### src/rtl/hex_share_arbiter.sv
// Round-robin arbiter that shares six seven-segment digits between N_REQ
// requesters. The owner keeps the display for at least DWELL cycles, may update
// its digits live while it holds its request, and then yields to the next
// requester in rotation with no idle gap between owners.
//
// state | meaning
// IDLE  | no owner; gnt is zero, display holds the last latched data
// OWN   | owner valid, gnt[owner]=1; dwell counter running or expired

module hex_share_arbiter #(
    parameter int N_REQ = 4,
    parameter int DWELL = 25000000
) (
    input  logic                       CLOCK_50,
    input  logic                       RESET,
    input  logic [N_REQ-1:0]           req,
    input  logic [24*N_REQ-1:0]        value,
    input  logic [6*N_REQ-1:0]         blank,
    output logic [N_REQ-1:0]           gnt,
    output logic [N_REQ-1:0]           ack,
    output logic [$clog2(N_REQ)-1:0]   owner,
    output logic                       busy,
    output logic [6:0]                 HEX0,
    output logic [6:0]                 HEX1,
    output logic [6:0]                 HEX2,
    output logic [6:0]                 HEX3,
    output logic [6:0]                 HEX4,
    output logic [6:0]                 HEX5
);

    localparam int OW = $clog2(N_REQ);
    localparam int CW = $clog2(DWELL + 1);
    localparam logic [CW-1:0] DWELL_LOAD = CW'(DWELL - 1);
    localparam logic [OW-1:0] LAST_RESET = OW'(N_REQ - 1);

    typedef enum logic {
        IDLE = 1'b0,
        OWN  = 1'b1
    } state_t;

    state_t            state;
    state_t            state_n;
    logic [OW-1:0]     owner_n;
    logic [OW-1:0]     last_owner;
    logic [OW-1:0]     last_n;
    logic [CW-1:0]     count;
    logic [CW-1:0]     count_n;
    logic [N_REQ-1:0]  ack_n;

    logic              found;
    logic [OW-1:0]     winner;
    logic [OW-1:0]     cand;

    logic              load;
    logic [OW-1:0]     load_idx;

    logic [23:0]       disp_value;
    logic [5:0]        disp_blank;
    logic [6:0]        hex_seg [6];

    logic [23:0]       value_arr [N_REQ];
    logic [5:0]        blank_arr [N_REQ];

    // Split the flat requester buses into per-requester words.
    for (genvar g = 0; g < N_REQ; g++) begin : g_split
        assign value_arr[g] = value[24*g +: 24];
        assign blank_arr[g] = blank[6*g +: 6];
    end

    // Active-low {g,f,e,d,c,b,a} pattern for one hex digit.
    function automatic logic [6:0] seg7(input logic [3:0] d);
        logic [6:0] s;
        case (d)
            4'h0: s = 7'h40;
            4'h1: s = 7'h79;
            4'h2: s = 7'h24;
            4'h3: s = 7'h30;
            4'h4: s = 7'h19;
            4'h5: s = 7'h12;
            4'h6: s = 7'h02;
            4'h7: s = 7'h78;
            4'h8: s = 7'h00;
            4'h9: s = 7'h10;
            4'hA: s = 7'h08;
            4'hB: s = 7'h03;
            4'hC: s = 7'h46;
            4'hD: s = 7'h21;
            4'hE: s = 7'h06;
            default: s = 7'h0E;
        endcase
        return s;
    endfunction

    // Round-robin search starting just after the last owner, so the current
    // owner is always the lowest-priority candidate.
    always_comb begin
        found  = 1'b0;
        winner = '0;
        cand   = '0;
        for (int i = 1; i <= N_REQ; i++) begin
            cand = OW'((int'(last_owner) + i) % N_REQ);
            if (!found && req[cand]) begin
                found  = 1'b1;
                winner = cand;
            end
        end
    end

    // Next-state, dwell counter, ack and display-load decisions.
    always_comb begin
        state_n  = state;
        owner_n  = owner;
        last_n   = last_owner;
        count_n  = count;
        ack_n    = '0;
        load     = 1'b0;
        load_idx = owner;
        case (state)
            IDLE: begin
                if (found) begin
                    state_n       = OWN;
                    owner_n       = winner;
                    last_n        = winner;
                    count_n       = DWELL_LOAD;
                    ack_n[winner] = 1'b1;
                    load          = 1'b1;
                    load_idx      = winner;
                end
            end
            OWN: begin
                if (count != '0) begin
                    count_n = count - CW'(1);
                    if (req[owner]) begin
                        load     = 1'b1;
                        load_idx = owner;
                    end
                end else if (!found) begin
                    state_n = IDLE;
                end else if (winner != owner) begin
                    owner_n       = winner;
                    last_n        = winner;
                    count_n       = DWELL_LOAD;
                    ack_n[winner] = 1'b1;
                    load          = 1'b1;
                    load_idx      = winner;
                end else begin
                    // Only the owner is asking: it keeps the display and
                    // continues to update it, with the counter parked at zero.
                    load     = 1'b1;
                    load_idx = owner;
                end
            end
            default: begin
                state_n = IDLE;
            end
        endcase
    end

    // Arbitration state registers.
    always_ff @(posedge CLOCK_50 or posedge RESET) begin
        if (RESET) begin
            state      <= IDLE;
            owner      <= '0;
            last_owner <= LAST_RESET;
            count      <= '0;
            ack        <= '0;
        end else begin
            state      <= state_n;
            owner      <= owner_n;
            last_owner <= last_n;
            count      <= count_n;
            ack        <= ack_n;
        end
    end

    // Display latch: only the owner's (or incoming winner's) data is captured.
    always_ff @(posedge CLOCK_50 or posedge RESET) begin
        if (RESET) begin
            disp_value <= '0;
            disp_blank <= '1;
        end else if (load) begin
            disp_value <= value_arr[load_idx];
            disp_blank <= blank_arr[load_idx];
        end
    end

    // One-hot grant decoded from the registered state and owner.
    always_comb begin
        gnt = '0;
        if (state == OWN) begin
            gnt[owner] = 1'b1;
        end
    end

    assign busy = (count != '0);

    // Per-digit segment decode of the latched display data.
    always_comb begin
        for (int k = 0; k < 6; k++) begin
            hex_seg[k] = disp_blank[k] ? 7'h7F : seg7(disp_value[4*k +: 4]);
        end
    end

    assign HEX0 = hex_seg[0];
    assign HEX1 = hex_seg[1];
    assign HEX2 = hex_seg[2];
    assign HEX3 = hex_seg[3];
    assign HEX4 = hex_seg[4];
    assign HEX5 = hex_seg[5];

endmodule

### config.mk
export PLATFORM = sky130hd
export DESIGN_NAME = hex_share_arbiter
export DESIGN_NICKNAME = d
export VERILOG_FILES = /design/src/rtl/hex_share_arbiter.sv
export SDC_FILE = /design/constraint.sdc
export NUM_CORES = 1
export LEC_CHECK = 0
export ABC_AREA = 1
export ABC_CLOCK_PERIOD_IN_PS = 2200
export CAP_MARGIN = 20
export CORE_ASPECT_RATIO = 0.6
export CORE_MARGIN = 2
export CORE_UTILIZATION = 40
export DETAILED_ROUTE_END_ITERATION = 16
export PLACE_DENSITY_LB_ADDON = 0.05
export REMOVE_ABC_BUFFERS = 1
export SYNTH_ARGS = -nofsm -noshare
export SYNTH_HDL_FRONTEND = slang
export SYNTH_SLANG_ARGS = --single-unit
### constraint.sdc
create_clock -name CLOCK_50 -period 2.2 [get_ports CLOCK_50]
set_input_delay 0.55 -clock CLOCK_50 [delete_from_list [all_inputs] [get_ports CLOCK_50]]
set_output_delay 0.55 -clock CLOCK_50 [all_outputs]
set_load 0.03 [all_outputs]
# Word level (Yosys, flattened, before mapping)
# Memories as Yosys holds them, arrays and structs flattened.
# Index checks and enable logic that the tools add are counted.
totals:
  register_bits: 64
  mem_bits_ro: 672
  elab_cells: 108
  memories: 6
op_classes:
  n_addsub: 5
  order_cmp: 9
  eq_ne: 7
  muxes: 61
  n_bitwise: 2
  n_reduce_logical: 11
mem_list:
  columns: ["name", "words", "word_bits", "read_ports", "rd_clocked_by_memory_dff", "wr", "line", "rtl"]
  rows:
  - ["(name not given)", 16, 7, 1, 0, 0, "73", "case (d)"]
  - ["(name not given)", 16, 7, 1, 0, 0, "73", null]
  - ["(name not given)", 16, 7, 1, 0, 0, "73", null]
  - ["(name not given)", 16, 7, 1, 0, 0, "73", null]
  - ["(name not given)", 16, 7, 1, 0, 0, "73", null]
  - ["(name not given)", 16, 7, 1, 0, 0, "73", null]
op_table:
  columns: ["cell", "count"]
  rows:
  - ["2-to-1 mux 25 bit", 4]
  - ["case mux 25 bit (2 select lines)", 1]
  - ["binary-select mux 24 bit (select 2 bit)", 1]
  - ["2-to-1 mux 24 bit", 2]
  - ["2-to-1 mux 7 bit", 6]
  - ["nonzero test 25 bit", 1]
  - ["subtractor 25 x 1 -> 25 bit (second input constant)", 1]
  - ["2-to-1 mux 2 bit", 12]
  - ["2-to-1 mux 4 bit", 5]
  - ["less-than comparator 2 x 3 -> 1 bit (second input constant)", 6]
  - ["2-to-1 mux 1 bit", 15]
  - ["binary-select mux 6 bit (select 2 bit)", 1]
  - ["2-to-1 mux 6 bit", 2]
  - ["binary-select mux 1 bit (select 2 bit)", 5]
  - ["case mux 2 bit (2 select lines)", 2]
  - ["case mux 4 bit (2 select lines)", 1]
  - ["!= test 3 x 2 -> 1 bit (second input constant)", 2]
  - ["logical AND 1 bit", 5]
  - ["adder 2 x 1 -> 2 bit (second input constant)", 2]
  - ["adder 2 bit (second input constant)", 2]
  - ["demux 1 bit (select 2 bit)", 2]
  - [">= comparator 2 x 1 -> 1 bit (second input constant)", 2]
  - ["!= test 2 x 1 -> 1 bit (second input constant)", 2]
  - ["!= test 2 bit (second input constant)", 2]
  - ["other kinds (8)", 11]

# Longest topological paths before layout
# Gate-level depths: netlist (run 1).
logic_depth:
  depth_word: 22
  depth_mapped: 18
  mapped_depth_nobuf: 17

# Worst setup path before layout (run 1)
# Ideal clock, no wire load.
synth_path:
  kind: "register -> output"
  start: "register disp_value[20]"
  end: "output port HEX5[2]"
  arrival_ps: 1887
  t_required_ps: 1650
  slack_ps: -237
  path_stages_with_launch: 5
  path_buffers: 0
  cell_sequence: "dfrtp_1 inv_1 ha_1 inv_1 o311ai_0"
synth_via:
  elab_chain_cells: 2
synth_lines:
  columns: ["item", "line", "rtl"]
  rows:
  - ["start, declared", "57", "logic [23:0] disp_value;"]
  - ["start signal, assigned", "182", "disp_value <= value_arr[load_idx];"]
  - ["memory read (16 x 7 bit)", null, null]
  - ["2-to-1 mux 7 bit", "200", "hex_seg[k] = disp_blank[k] ? 7'h7F : seg7(disp_value[4*k +: 4]);"]
  - ["end, declared", "28", "output logic [6:0] HEX5"]
# No other way between the ends.

# Worst setup path in the final report (run 1)
layout_path:
  start: "register last_owner[0]"
  end: "register disp_value[3]"
layout_via:
  elab_chain_cells: 22
  word_cells_on_any_way: 39
  classes_between: "add/sub (4); eq/ne (1); mux (27); bitwise (1); reduce/logical (6)"
layout_lines:
  columns: ["item", "line", "rtl"]
  rows:
  - ["start, declared", "44", "logic [OW-1:0] last_owner;"]
  - ["start signal, assigned", "170", "last_owner <= last_n;"]
  - ["adder 2 x 1 -> 2 bit", "101", "cand = OW'((int'(last_owner) + i) % N_REQ);"]
  - ["binary-select mux 1 bit (select 2 bit)", "102", "if (!found && req[cand]) begin"]
  - ["2-to-1 mux 1 bit (not written as such)", "102", null]
  - ["2-to-1 mux 1 bit", "102", null]
  - ["logical NOT 1 bit", "102", null]
  - ["logical AND 1 bit", "102", null]
  - ["2-to-1 mux 1 bit", "102", null]
  - ["logical NOT 1 bit", "102", null]
  - ["[... 5 more ...]", null, null]
  - ["!= test 2 bit", "139", "end else if (winner != owner) begin"]
  - ["2-to-1 mux 2 bit", null, null]
  - ["2-to-1 mux 2 bit", "137", "end else if (!found) begin"]
  - ["2-to-1 mux 2 bit", "131", "if (count != '0) begin"]
  - ["case mux 2 bit (2 select lines)", null, null]
  - ["NOT 2 -> 3 bit (not written as such)", "182", null]
  - ["binary-select mux 24 bit (select 2 bit)", "182", null]
  - ["2-to-1 mux 24 bit (not written as such) (2 in a row)", "182", null]
# Parallel ways exist; a longest one is shown, timed or not. The select of a mux whose other input is x is not followed.
# A chain may end at the register's enable or synchronous reset.

==> results.ini, run 1 <==
[routing]
route.detailed.drc = 0
detailroute.via_count = 8420
drt_iter0_markers = 699
drt-total-wl_mm = 27.3
dr.pass1.iters = 5
routedWlPerCell_um = 17.0
vias_per_cell = 5.25
antenna_violating_nets_post_route = 0

[placement]
numPortBuffers = 178
hpwlAfterDp_mm = 16.4
pre_cts_ws_ps = -560
gpl.final_weighted_congestion = 0.919

[clocking]
ctsRootBufferMaster = sky130_fd_sc_hd__clkbuf_16
cts_inserted_buffers = 9
clock_latency_ps = 340
clock_sinks = 64
cts_tree = done
clk_path_buf_depth = 2
clk_pin_slew_ps = 60
h_tree_level_count = 3

[min_path]
worst_hold_path_type = flip-flop to flip-flop

[sta]
layout_worst_path_cycle_share_pct = 115
tightest_slew_ps = 538
timing.final.setup_violations = 66
final_critical_path_setup_slack_ps = -338
slew_headroom_pct = 63.8
grt_setup_unrepaired = true
final.setup_skew_ps = 6.28
period_needed_ps = 2540
timing.final.max_slew_violations = 0
fmax_mhz = 394
timing_hold_violations_final = 0
final.setup.tns_ps = -15610

[synthesis]
synthesized_flop_and_latch_total = 64
seq_area_frac_synth_pct = 24.9
yosysWarningCount = 0
ys_types = 37
netlist_instances = 1087
netlist_area_mm2 = 0.00648
mean_instance_size_in_the_synthesized_netlist_um2 = 5.96

[power]
power_density_mw_per_mm2 = 402
p_sw_uw = 1580
irDropWorstVdd_v = 0.000394
clock_power_share_pct = 35.3
cellLeakagePower_uw = 0.00588
combPwrFrac_pct = 35.5
seq_power_share_pct = 29.2
power.share.switching_pct = 34.9
p_int_uw = 2960

[run_status]
failed_checks = negative setup slack
run_status = complete, but fails checks

[floorplan]
die_width_um = 168
pin_count = 179
start_util_pct = 41.6
design.core.area_mm2 = 0.0156
fp.dieArea_mm2 = 0.0173
rows = 35
die_h_um = 103

[layout]
fin_nets = 1559
layout-area-overhead-vs-synth_pct = 74.7
num_antenna_cells = 0
layout_commonest_cell = sky130_fd_sc_hd__nand2_1
final_layout_size_suffix_gt1_share_pct = 32.4
most-common-layout-cells = sky130_fd_sc_hd__nand2_1, sky130_fd_sc_hd__inv_1, sky130_fd_sc_hd__buf_4

[critical_path]
critPathKind = flip-flop to flip-flop
cpPeakStageDelay_ps = 630
library_cell_contributing_the_largest_single_delay_on_the_critical_path = sky130_fd_sc_hd__dfstp_2
critical_path_buf_inv_count = 4
worst_ep_arrival_time_ps = 2810
top_cell_by_count_worst_path = sky130_fd_sc_hd__nand2_1
cpLargestDelayFamily = simple AND/OR/NAND/NOR gates
cp_cell_sequence = buf_4, nand2_1, nand2_2, nand2_1, nand2_2, nand3_4, buf_6, nand3_4, nand2_4, o21ai_4, buf_12, buf_8, nand3_2, nand2_1, nand2_1, nand2_1
critPathCaptureType = flip-flop
timing.critical_path.required_ps = 2470
timing.critical_path.fanout_max = 6
worst_setup_path_start_kind = flip-flop

[global_routing]
grt_pass1_wl_mm = 40.7
number_of_global_route_vias_before_repair = 7715
grt_overflow_total = 0
largest_net_degree_at_the_start_of_global_routing = 41
antenna_found_initial = 0
tot_gr_track_use_pct = 30.1

[run]
maxCapViolations = 0

logic make-up after synthesis:
group,count (synthesis),synth area share (%)
compound gates,95,8.61
xor+xnor,2,0.270
fa+ha+maj,37,7.15
buf+inv,268,16.5
flops,64,24.9
simple gates,621,42.6
area by class of cell:
| class | count | area (um^2) |
|---|---|---|
| well taps | 203 | 254 |
| inverters | 224 | 861 |
| repair inverters | 1 | 7.51 |
| clock inverters | 7 | 96.3 |
| fillers | 1213 | 4270 |
| multi-input cells | 755 | 4680 |
| flip-flops and latches | 64 | 1630 |
| clock buffers | 9 | 225 |
| repair buffers | 341 | 3570 |
cell usage after synthesis (all sizes together):
cell	n	share of area (%)
nand2	351	21
inv	219	13
nand3	192	16
dfrtp	56	22
o21ai	44	3.5
nor2	39	2.4
ha	37	7.1
buf	32	2.8
a21oi	22	1.7
nand4	20	1.9
nor3	13	1.0
clkbuf	12	0.70
o211ai	9	1.0
dfstp	8	3.2
o31ai	7	0.81
clkinv	5	0.29
a31oi	4	0.39
nor4	4	0.39
o2111ai	4	0.54
a31o	2	0.27
o311ai	2	0.27
xor2	2	0.27
nand3b	1	0.12
o41ai	1	0.14
or4	1	0.12
through the flow:
step / total power, uW / hold WS (ps) / util, % / area [um^2] / instances
3_5_place_dp: 2690 / 472 / 58.6 / 9130 / 1524
5_1_grt: 4720 / 501 / 72.6 / 11300 / 1604
4_1_cts: 4350 / 480 / 68.8 / 10700 / 1586
6_report: 4540 / 485 / 72.6 / 11300 / 1604
2_1_floorplan: 2060 / 455 / - / 6250 / 1043
3_3_place_gp: 2680 / 466 / 58.6 / 9130 / 1524
tightest hold or removal path, stage by stage, from the launching register on:
cell,delay [ps]
sky130_fd_sc_hd__dfstp_2,370
sky130_fd_sc_hd__nand2_1,60
sky130_fd_sc_hd__nand2_1,50
layer usage:
layer	vias to the layer above	global-route usage (%)	wire [um]
met3	53	5.64	2320
met2	378	44.8	11500
met1	3927	44.7	12900
met5	-	0	0
met4	0	8.29	606
li1	4062	-	-
state kept, by name (all words and copies together), names as in the netlist:
register    cells
ack             4
count          25
disp_blank      6
disp_value     24
last_owner      2
owner           2
state           1
worst paths after layout:
kind / start / slack (ps) / cells after the start / to
min in group asynchronous: RESET / 500 / 2 / owner[1]
worst max-delay path: last_owner[0] / -340 / 16 / disp_value[3]
worst min-delay path: disp_blank[2] / 480 / 2 / disp_blank[2]
worst max register to register: last_owner[0] / -340 / 16 / disp_value[3]
max in group asynchronous: RESET / 1110 / 3 / disp_blank[1]
worst min register to register: disp_blank[2] / 480 / 2 / disp_blank[2]
power groups by stage:
stage / sequential (uW) / combinational, uW / clock, uW
after floorplan: 1320 / 737 / 0
after global placement: 1330 / 1360 / 0
after detailed placement: 1330 / 1360 / 0
after CTS: 1310 / 1430 / 1610
after global routing: 1340 / 1730 / 1650
final: 1330 / 1610 / 1600
repair_timing:
action                     in CTS  in global routing
cloned                         16                  2
resized for setup             191                151
setup endpoints to repair      88                100
buffers inserted               32                 21
hold buffers                    0                  0
pin swaps                      69                 42
(Power assumes the default switching activity.)
==> run 2: changes to the inputs <==
--- a/config.mk
+++ b/config.mk
@@ -5,14 +5,14 @@
 export SDC_FILE = /design/constraint.sdc
 export NUM_CORES = 1
 export LEC_CHECK = 0
-export ABC_AREA = 1
 export ABC_CLOCK_PERIOD_IN_PS = 2200
 export CAP_MARGIN = 20
 export CORE_ASPECT_RATIO = 0.6
 export CORE_MARGIN = 2
 export CORE_UTILIZATION = 40
 export DETAILED_ROUTE_END_ITERATION = 16
-export PLACE_DENSITY_LB_ADDON = 0.05
+export GPL_TIMING_DRIVEN = 0
+export PLACE_DENSITY_LB_ADDON = 0.12
 export REMOVE_ABC_BUFFERS = 1
 export SYNTH_ARGS = -nofsm -noshare
 export SYNTH_HDL_FRONTEND = slang
==> run 2 against run 1 <==
Net effect: the run still ends with negative setup slack left; clock-buffer cell count up 5; sequential power up 32%; synthesized cell count down 39%; critical path type unchanged; highest routed layer unchanged; worst setup slack worse by 550 ps; routed wire length down 11%; largest cell class unchanged; global-route usage shrank 1.4 points; register-to-register slack got worse by 550 ps; critical endpoint is now disp_value[1]; sequential cell count unchanged.
==> results.ini, run 2 <==
[routing]
vias_per_cell = 5.83
drt-total-wl_mm = 24.4
route.detailed.drc = 0
dr.pass1.iters = 5
antenna_violating_nets_post_route = 0
routedWlPerCell_um = 21.6
detailroute.via_count = 6569
drt_iter0_markers = 356

[critical_path]
path_depth_of_the_worst_reg2reg_path = 12
critPathKind = flip-flop to flip-flop
endpoint = disp_value[1]
rrSetupSlack_ps = -890
worst_setup_path_start_kind = flip-flop
crit_path_start = count[1]
timing.critical_path.required_ps = 2410
regToRegEndpoint = disp_value[1]
timing.critical_path.fanout_max = 8
reg2reg_from = count[1]
worst_ep_arrival_time_ps = 3300
critPathCaptureType = flip-flop

[global_routing]
grt_overflow_total = 0
largest_net_degree_at_the_start_of_global_routing = 34
number_of_global_route_vias_before_repair = 6278
antenna_found_initial = 0
tot_gr_track_use_pct = 28.7
grt_pass1_wl_mm = 35.1

[clocking]
clock_sinks = 64
clock_latency_ps = 340
cts_tree = done
clk_path_buf_depth = 2
ctsRootBufferMaster = sky130_fd_sc_hd__clkbuf_16
cts_inserted_buffers = 9
clk_pin_slew_ps = 60
h_tree_level_count = 3

[layout]
most-common-layout-cells = sky130_fd_sc_hd__clkdlybuf4s50_1, sky130_fd_sc_hd__nand2_1, sky130_fd_sc_hd__buf_6
final_layout_size_suffix_gt1_share_pct = 48.3
fin_util_pct = 74.3
layout_top_registers = count: 25 flops, disp_value: 24 flops, disp_blank: 6 flops
registers.top_by_ff_count = count
fin_nets = 1092
final_design_area_no_fill_mm2 = 0.0103
layout_commonest_cell = sky130_fd_sc_hd__clkdlybuf4s50_1
layout-area-overhead-vs-synth_pct = 78.5
num_antenna_cells = 0
largest_reg_flops = 25

[power]
irDropWorstVdd_v = 0.000373
cellLeakagePower_uw = 0.00428
power_density_mw_per_mm2 = 715

[synthesis]
mean_instance_size_in_the_synthesized_netlist_um2 = 8.65
async_flop_share_pct = 100
seq_area_frac_synth_pct = 27.9
yosysWarningCount = 0
synth_ff_type = sky130_fd_sc_hd__dfrtp_1
synthesized_flop_and_latch_total = 64
ys_types = 59
netlist_area_mm2 = 0.00578
synth.most_common_cell = sky130_fd_sc_hd__nand2_1
yosysTopAreaCell = sky130_fd_sc_hd__dfrtp_1
netlist_instances = 668
post-synth-top-area-fraction_pct = 24.3
synth.top_cells.by_area = sky130_fd_sc_hd__dfrtp_1, sky130_fd_sc_hd__ha_1, sky130_fd_sc_hd__nand2_1
number_of_enable_type_register_cells_in_the_synthesized_netlist = 0
ys_top_cells_by_count = sky130_fd_sc_hd__nand2_1, sky130_fd_sc_hd__nor2_1, sky130_fd_sc_hd__dfrtp_1

[sta]
fmax_mhz = 324
period_needed_ps = 3090
slew_headroom_pct = 38.7
fin_worst_hold_slack_ps = 491
layout_worst_path_cycle_share_pct = 140
timing.final.setup_violations = 94
timing.final.max_slew_violations = 0
timing_hold_violations_final = 0
grt_setup_unrepaired = true
final_critical_path_setup_slack_ps = -889
final.setup_skew_ps = 9.13
tightest_slew_ps = 912

[placement]
gpl.final_weighted_congestion = 0.857
hpwlAfterDp_mm = 12.8
detailed_place.area_mm2 = 0.00762
numPortBuffers = 178

[floorplan]
fp.dieArea_mm2 = 0.0154
start_util_pct = 41.6
design.core.area_mm2 = 0.0139
rows = 33
die_h_um = 97.1
die_width_um = 159
pin_count = 179

[run_status]
failed_checks = negative setup slack
run_status = complete, but fails checks

[min_path]
worst_hold_path_type = flip-flop to flip-flop

[run]
maxCapViolations = 0

run 2: cell types whose count changed after synthesis, sizes merged, moves of 11 or more:
cell / change
mux2i: +13
a311oi: +30
a211oi: +31
o21ai: -13
nand2: -233
inv: -194
nor2: +37
and3: +32
a211o: +11
nand3: -185
nand4: -20
run 2: area by class of cell:
cell class | count | area, um^2
Clock buffer | 14 | 274
Clock inverter | 2 | 60.1
Fill cell | 931 | 3560
Inverter | 26 | 144
Multi-Input combinational cell | 539 | 4970
Sequential cell | 64 | 1640
Tap cell | 192 | 240
Timing Repair Buffer | 286 | 2940
Timing Repair inverter | 3 | 43.8
run 2: metal layers:
layer	GRT usage (%)	share of wire, %	vias to the layer above
met5	0	0	-
met4	7.27	2.3	0
met3	8.96	7.7	51
li1	-	-	2950
met1	37.1	42	3247
met2	46.9	48	321
run 2: power by group:
| group | total [uW] | internal, uW | switching (uW) |
|---|---|---|---|
| combinational | 3980 | 1990 | 1990 |
| clock | 1640 | 1090 | 554 |
| sequential | 1750 | 1350 | 401 |
run 2: critical path, stage by stage (launching register included):
cell	delay, ps
sky130_fd_sc_hd__dfrtp_1	390
sky130_fd_sc_hd__inv_2	80
sky130_fd_sc_hd__ha_4	140
sky130_fd_sc_hd__or3b_4	380
sky130_fd_sc_hd__or4_4	440
sky130_fd_sc_hd__o31a_4	410
sky130_fd_sc_hd__buf_6	130
sky130_fd_sc_hd__o21ai_4	190
sky130_fd_sc_hd__buf_12	180
sky130_fd_sc_hd__buf_8	150
sky130_fd_sc_hd__nand2_8	120
sky130_fd_sc_hd__a211oi_4	270
sky130_fd_sc_hd__a311oi_2	70
run 2: logic make-up after synthesis:
logic type,count (synthesis),synth area share [%]
and+or+nand+nor,293,23.8
AOI/OAI and AO/OA,168,26.4
xor gates and xnor gates,4,0.607
DFF,64,27.9
buffers and inverters,76,7.32
adders and majority gates,37,8.02
muxes,26,5.96
run 2: stage by stage:
stage,setup TNS [ps],instances,total power (uW),setup slack (ps)
final,-50890,1126,7370,-889
after global routing,-56650,1126,7710,-953
after CTS,-52620,1089,6580,-912
after detailed placement,-125260,996,4450,-2550
after global placement,-278960,988,4360,-5360
after floorplan,-127680,618,3330,-3440
run 2: how the worst min path moves through the flow:
stage	startpoint	end	depth (start not counted)
finish	count[21]	count[21]	1
global route	count[21]	count[21]	1
CTS	count[23]	count[23]	1
detailed placement	count[23]	count[23]	1
global placement	last_owner[1]	last_owner[1]	2
floorplan	count[24]	count[24]	2
run 2: timing repair:
item,CTS,global route
pin swaps,81,81
gates cloned,12,2
buffers inserted,65,36
resized for setup,415,224
endpoints found under the setup margin,111,106
hold buffers,0,0
